`config.mk`:
```
export PLATFORM = sky130hd
export DESIGN_NAME = riscv_trace_buffer
export DESIGN_NICKNAME = d
export VERILOG_FILES = /design/src/rtl/riscv_trace_buffer.sv
export SDC_FILE = /design/constraint.sdc
export NUM_CORES = 2
export LEC_CHECK = 0
export CAP_MARGIN = 0
export CELL_PAD_IN_SITES_DETAIL_PLACEMENT = 1
export CELL_PAD_IN_SITES_GLOBAL_PLACEMENT = 1
export CORE_MARGIN = 10
export CORE_UTILIZATION = 51
export CTS_CLUSTER_SIZE = 40
export DETAILED_ROUTE_END_ITERATION = 7
export GPL_ROUTABILITY_DRIVEN = 0
export PLACE_DENSITY_LB_ADDON = 0.1
export SYNTH_ARGS = -nofsm -noshare
export SYNTH_HDL_FRONTEND = slang
export SYNTH_SLANG_ARGS = --single-unit
export TNS_END_PERCENT = 50
```
`constraint.sdc`:
```
create_clock -name clk -period 8.2 [get_ports clk]
set_clock_uncertainty 0.15 [all_clocks]
set_input_delay 1.64 -clock clk [delete_from_list [all_inputs] [get_ports clk]]
set_output_delay 1.64 -clock clk [all_outputs]
set_load 0.05 [all_outputs]
```
`src/rtl/riscv_trace_buffer.sv`:
```
// Trace buffer for core side-effects: register writes and data-memory accesses.
// Events are stamped, queued in a FIFO and drained over a valid/ready port.
module riscv_trace_buffer #(
  parameter int DATA_W    = 32,
  parameter int ADDR_W    = 9,
  parameter int DEPTH     = 16,
  parameter int STAMP_W   = 16,
  parameter int TRIG_MODE = 1
) (
  input  logic                       clk,
  input  logic                       reset,
  input  logic                       enable,
  input  logic                       clear,
  input  logic                       reg_write_sig,
  input  logic [4:0]                 reg_num,
  input  logic [DATA_W-1:0]          reg_data,
  input  logic                       wr,
  input  logic                       rd,
  input  logic [ADDR_W-1:0]          addr,
  input  logic [DATA_W-1:0]          wr_data,
  input  logic [DATA_W-1:0]          rd_data,
  input  logic                       trig_en,
  input  logic [ADDR_W-1:0]          trig_addr,
  output logic                       out_valid,
  input  logic                       out_ready,
  output logic [1:0]                 out_kind,
  output logic [ADDR_W-1:0]          out_tag,
  output logic [DATA_W-1:0]          out_data,
  output logic [STAMP_W-1:0]         out_stamp,
  output logic [$clog2(DEPTH+1)-1:0] count,
  output logic [15:0]                overflow_cnt,
  output logic                       frozen
);

  localparam int CW = $clog2(DEPTH+1);
  localparam int PW = $clog2(DEPTH);
  localparam logic [CW-1:0] FULL = CW'(DEPTH);

  logic [1:0]         kind_q  [DEPTH];
  logic [ADDR_W-1:0]  tag_q   [DEPTH];
  logic [DATA_W-1:0]  data_q  [DEPTH];
  logic [STAMP_W-1:0] stamp_q [DEPTH];

  logic [PW-1:0]      wptr;
  logic [PW-1:0]      rptr;
  logic [PW-1:0]      reg_ptr;
  logic [STAMP_W-1:0] stamp;
  logic               cap;
  logic               mem_ev;
  logic               reg_ev;
  logic               push_mem;
  logic               push_reg;
  logic               pop;
  logic               hit;
  logic [CW-1:0]      free;
  logic [1:0]         n_drop;
  logic [16:0]        ovf_sum;
  logic [1:0]         mem_kind;
  logic [DATA_W-1:0]  mem_data;

  // Event qualification, space check (pre-pop) and drop accounting
  always_comb begin
    cap      = enable & ~frozen & ~clear;
    mem_ev   = cap & (wr | rd);
    reg_ev   = cap & reg_write_sig;
    free     = FULL - count;
    push_mem = mem_ev & (free != '0);
    push_reg = reg_ev & (free > CW'(mem_ev));
    n_drop   = 2'(mem_ev & ~push_mem) + 2'(reg_ev & ~push_reg);
    ovf_sum  = {1'b0, overflow_cnt} + 17'(n_drop);
    hit      = (TRIG_MODE != 0) & mem_ev & trig_en & (addr == trig_addr);
    pop      = out_valid & out_ready & ~clear;
    reg_ptr  = wptr + PW'(push_mem);
    mem_kind = wr ? 2'b11 : 2'b10;
    mem_data = wr ? wr_data : rd_data;
  end

  // Control state: stamp, pointers, occupancy, overflow, freeze
  always_ff @(posedge clk or negedge reset) begin
    if (!reset) begin
      stamp        <= '0;
      wptr         <= '0;
      rptr         <= '0;
      count        <= '0;
      overflow_cnt <= '0;
      frozen       <= 1'b0;
    end else begin
      stamp <= stamp + STAMP_W'(1);
      if (clear) begin
        wptr         <= '0;
        rptr         <= '0;
        count        <= '0;
        overflow_cnt <= '0;
        frozen       <= 1'b0;
      end else begin
        wptr  <= wptr + PW'(push_mem) + PW'(push_reg);
        rptr  <= rptr + PW'(pop);
        count <= count + CW'(push_mem) + CW'(push_reg) - CW'(pop);
        overflow_cnt <= ovf_sum[16] ? 16'hFFFF : ovf_sum[15:0];
        if (hit) frozen <= 1'b1;
      end
    end
  end

  // Entry storage: mem entry first, reg entry in the following slot
  always_ff @(posedge clk) begin
    if (push_mem) begin
      kind_q[wptr]  <= mem_kind;
      tag_q[wptr]   <= addr;
      data_q[wptr]  <= mem_data;
      stamp_q[wptr] <= stamp;
    end
    if (push_reg) begin
      kind_q[reg_ptr]  <= 2'b01;
      tag_q[reg_ptr]   <= ADDR_W'(reg_num);
      data_q[reg_ptr]  <= reg_data;
      stamp_q[reg_ptr] <= stamp;
    end
  end

  assign out_valid = (count != '0);

  // Fall-through head view, zeroed when empty
  always_comb begin
    out_kind  = '0;
    out_tag   = '0;
    out_data  = '0;
    out_stamp = '0;
    if (out_valid) begin
      out_kind  = kind_q[rptr];
      out_tag   = tag_q[rptr];
      out_data  = data_q[rptr];
      out_stamp = stamp_q[rptr];
    end
  end

endmodule

```
==> results.cfg <==
[synth]
synthTopCellsByArea = edfxtp_1 (54%), mux2_2 (13%), mux4_2 (10%)
ys_seq_elements = 990
synthesis.nets = 3266
synth_top_area_cell = edfxtp_1
syn-cell-area_um2 = 47500
synth_warnings = 0
ys_seq_area_share_pct = 60.1
synthArstFlopShare_pct = 4.65
synth-edff-count = 848
synth_top_cell_area_share_pct = 53.6
synth_cell_types = 72
syn-instance-count = 3115
synth_top_flop_cell = edfxtp_1
synth.avg_cell_area_um2 = 15.2
yosysMostFrequentCell = edfxtp_1
synth_common_cells = edfxtp_1 (848), mux2_2 (535), mux4_2 (210)

[cts]
htreeDepth = 3
cts-resized-gates = 0
cts.path.max_buffers = 3
clk_latency_ps = 700
cts_root_buffer = clkbuf_16
cts_tree = done
numCtsBuffers = 106
post-cts-setup-buffers = 0
clk_pin_slew_ps = 60
clkSinkCount = 990
postCtsHoldBufs = 0

[route]
viasPerCell = 6.55
wl_met1_um = 58600
antenna_left = 0
routed_wirelength_um = 148000
drc = 0
routed.top_layer = met5
wire_per_inst_um = 32.7
dr_total_vias = 29600
route.met3.wl_um = 10700
wl_met2_um = 73700
initialDrtViolationCount = 2792
drtPass1Iterations = 5

[die]
rows = 111
die_w_um = 325
core_um2 = 92100
initial_utilization_pct = 51.6
die_area_um2 = 106000
die_h_um = 325
ioPinCount = 210

[cells_and_area]
nNetsFinal = 3346
drive_gt1_share_pct = 31.8
fin_area_um2 = 54100
syn_to_final_growth_pct = 14.0

[worst_setup_path]
critPathLaunchType = register
path_class = register to output pin
end_kind = output pin
cp.required_ps = 6410
path_max_fanout = 27
crit_arrival_ps = 5000
reg2regPathDepth = 14

[power_and_ir_drop]
p_total_w = 0.0139
vdd_ir_drop_max_mv = 0.209
pwr_density_cell_nw_per_um2 = 257
p_leak_nw = 18.0

[timing]
finalHoldViolations = 0
setup_tns_ps = 0
final-max-slew-violation-count = 0
max_slew.worst_pin.slew_ps = 1310
setup_viol = 0
finalHoldWorstSlack_ps = 326
max_freq_mhz = 147
min_period_ps = 6790
relSlewSlack_pct = 11.7
final.period_utilization_pct = 82.8
rsz0062_at_grt = false

[global_route]
grt_antenna_before_repair = 6
grt_max_degree = 103
grt_pass1_vias = 32400
grt_usage_pct = 27.4
grt_pass1_wl_um = 218000
grt-ovfl-total = 0

[worst_hold_path]
min_path_cells = 2
min_path_type = register to register

[outcome]
status = complete, no violations

[place]
place_area_um2 = 50800
port_buffers = 209
hpwlAfterDp_um = 83900

[flow_run]
maxCapViolCount = 0
worst max-delay path, stage by stage, from the launching register on:
cell and delay (ps):
dfrtp_1 400, inv_1 150, ha_1 240, and2_1 150
ha_1 310, or2_2 740, nor2_4 870, nand2_1 110
o211ai_1 350, clkdlybuf4s50_1 940
sequential cells by signal (all words and copies together) (netlist names), 5 cells and up:
name          flops
kind_q           32
count             5
stamp            16
stamp_q         256
data_q          512
tag_q           144
overflow_cnt     16
cell usage in the layout (no fill, tap or decap), drive strengths merged, types with 10 or more instances in the layout:
master | Yosys | final
nand3 | 127 | 127
a311oi | 10 | 10
clkdlybuf4s50 | 0 | 207
o2111ai | 11 | 11
inv | 24 | 26
dfrtp | 46 | 46
nand4 | 32 | 32
buf | 128 | 78
mux4 | 210 | 210
ha | 20 | 20
clkinv | 1 | 38
o21ai | 159 | 159
xnor2 | 21 | 21
a22oi | 10 | 10
clkbuf | 185 | 145
o22ai | 39 | 39
xor2 | 24 | 24
mux2i | 130 | 130
dfxtp | 96 | 96
edfxtp | 848 | 848
nand2 | 128 | 128
mux2 | 544 | 544
o211ai | 24 | 24
a211oi | 14 | 14
a32oi | 16 | 16
a21oi | 109 | 109
nor2b | 24 | 24
nor2 | 51 | 51
power breakdown:
part | internal [W] | switching, W
registers | 0.00568 | 0.0000949
clock network | 0.00273 | 0.00202
logic | 0.00126 | 0.00211
routing by layer:
layer  vias up  global-route usage (%)
li1      12400                       -
met1     15700                    35.1
met2      1167                    46.4
met3       306                    5.01
met4         6                    9.47
met5         -                       0
cell type report:
cell class | count | area [um^2]
Fill cell | 8395 | 37900
Clock inverter | 47 | 465
Multi-Input combinational cell | 1787 | 17800
Clock buffer | 145 | 2910
Timing Repair Buffer | 285 | 2720
Antenna cell | 2 | 5.00
Inverter | 25 | 96.3
Tap cell | 1243 | 1560
Sequential cell | 990 | 28500
final timing paths:
kind | start | end | slack [ps]
setup / recovery | count[1] | out_tag[2] | 1410
hold / removal | kind_q[10][1] | kind_q[10][1] | 330
setup reg to reg | count[1] | data_q[12][27] | 2430
hold reg to reg | kind_q[10][1] | kind_q[10][1] | 330
max in group asynchronous | reset | rptr[1] | 6370
min in group asynchronous | reset | overflow_cnt[10] | 940
stage by stage:
step	util [%]	instances	setup WS [ps]
detailed placement	55.1	4330	1870
global route	58.8	4522	1220
global placement	55.1	4330	1970
finish	58.8	4524	1410
floorplan	-	3115	1080
CTS	58.8	4522	1360
kinds of logic after synthesis:
logic type,share of synthesized area (%)
buffers and inverters,3.01
XOR/XNOR,0.870
flip-flops,60.1
adder cells (fa/ha/maj),0.653
AO/OA/AOI/OAI,5.42
multiplexers,25.6
AND/OR/NAND/NOR,4.31
Power figures use the tool's default switching activity.
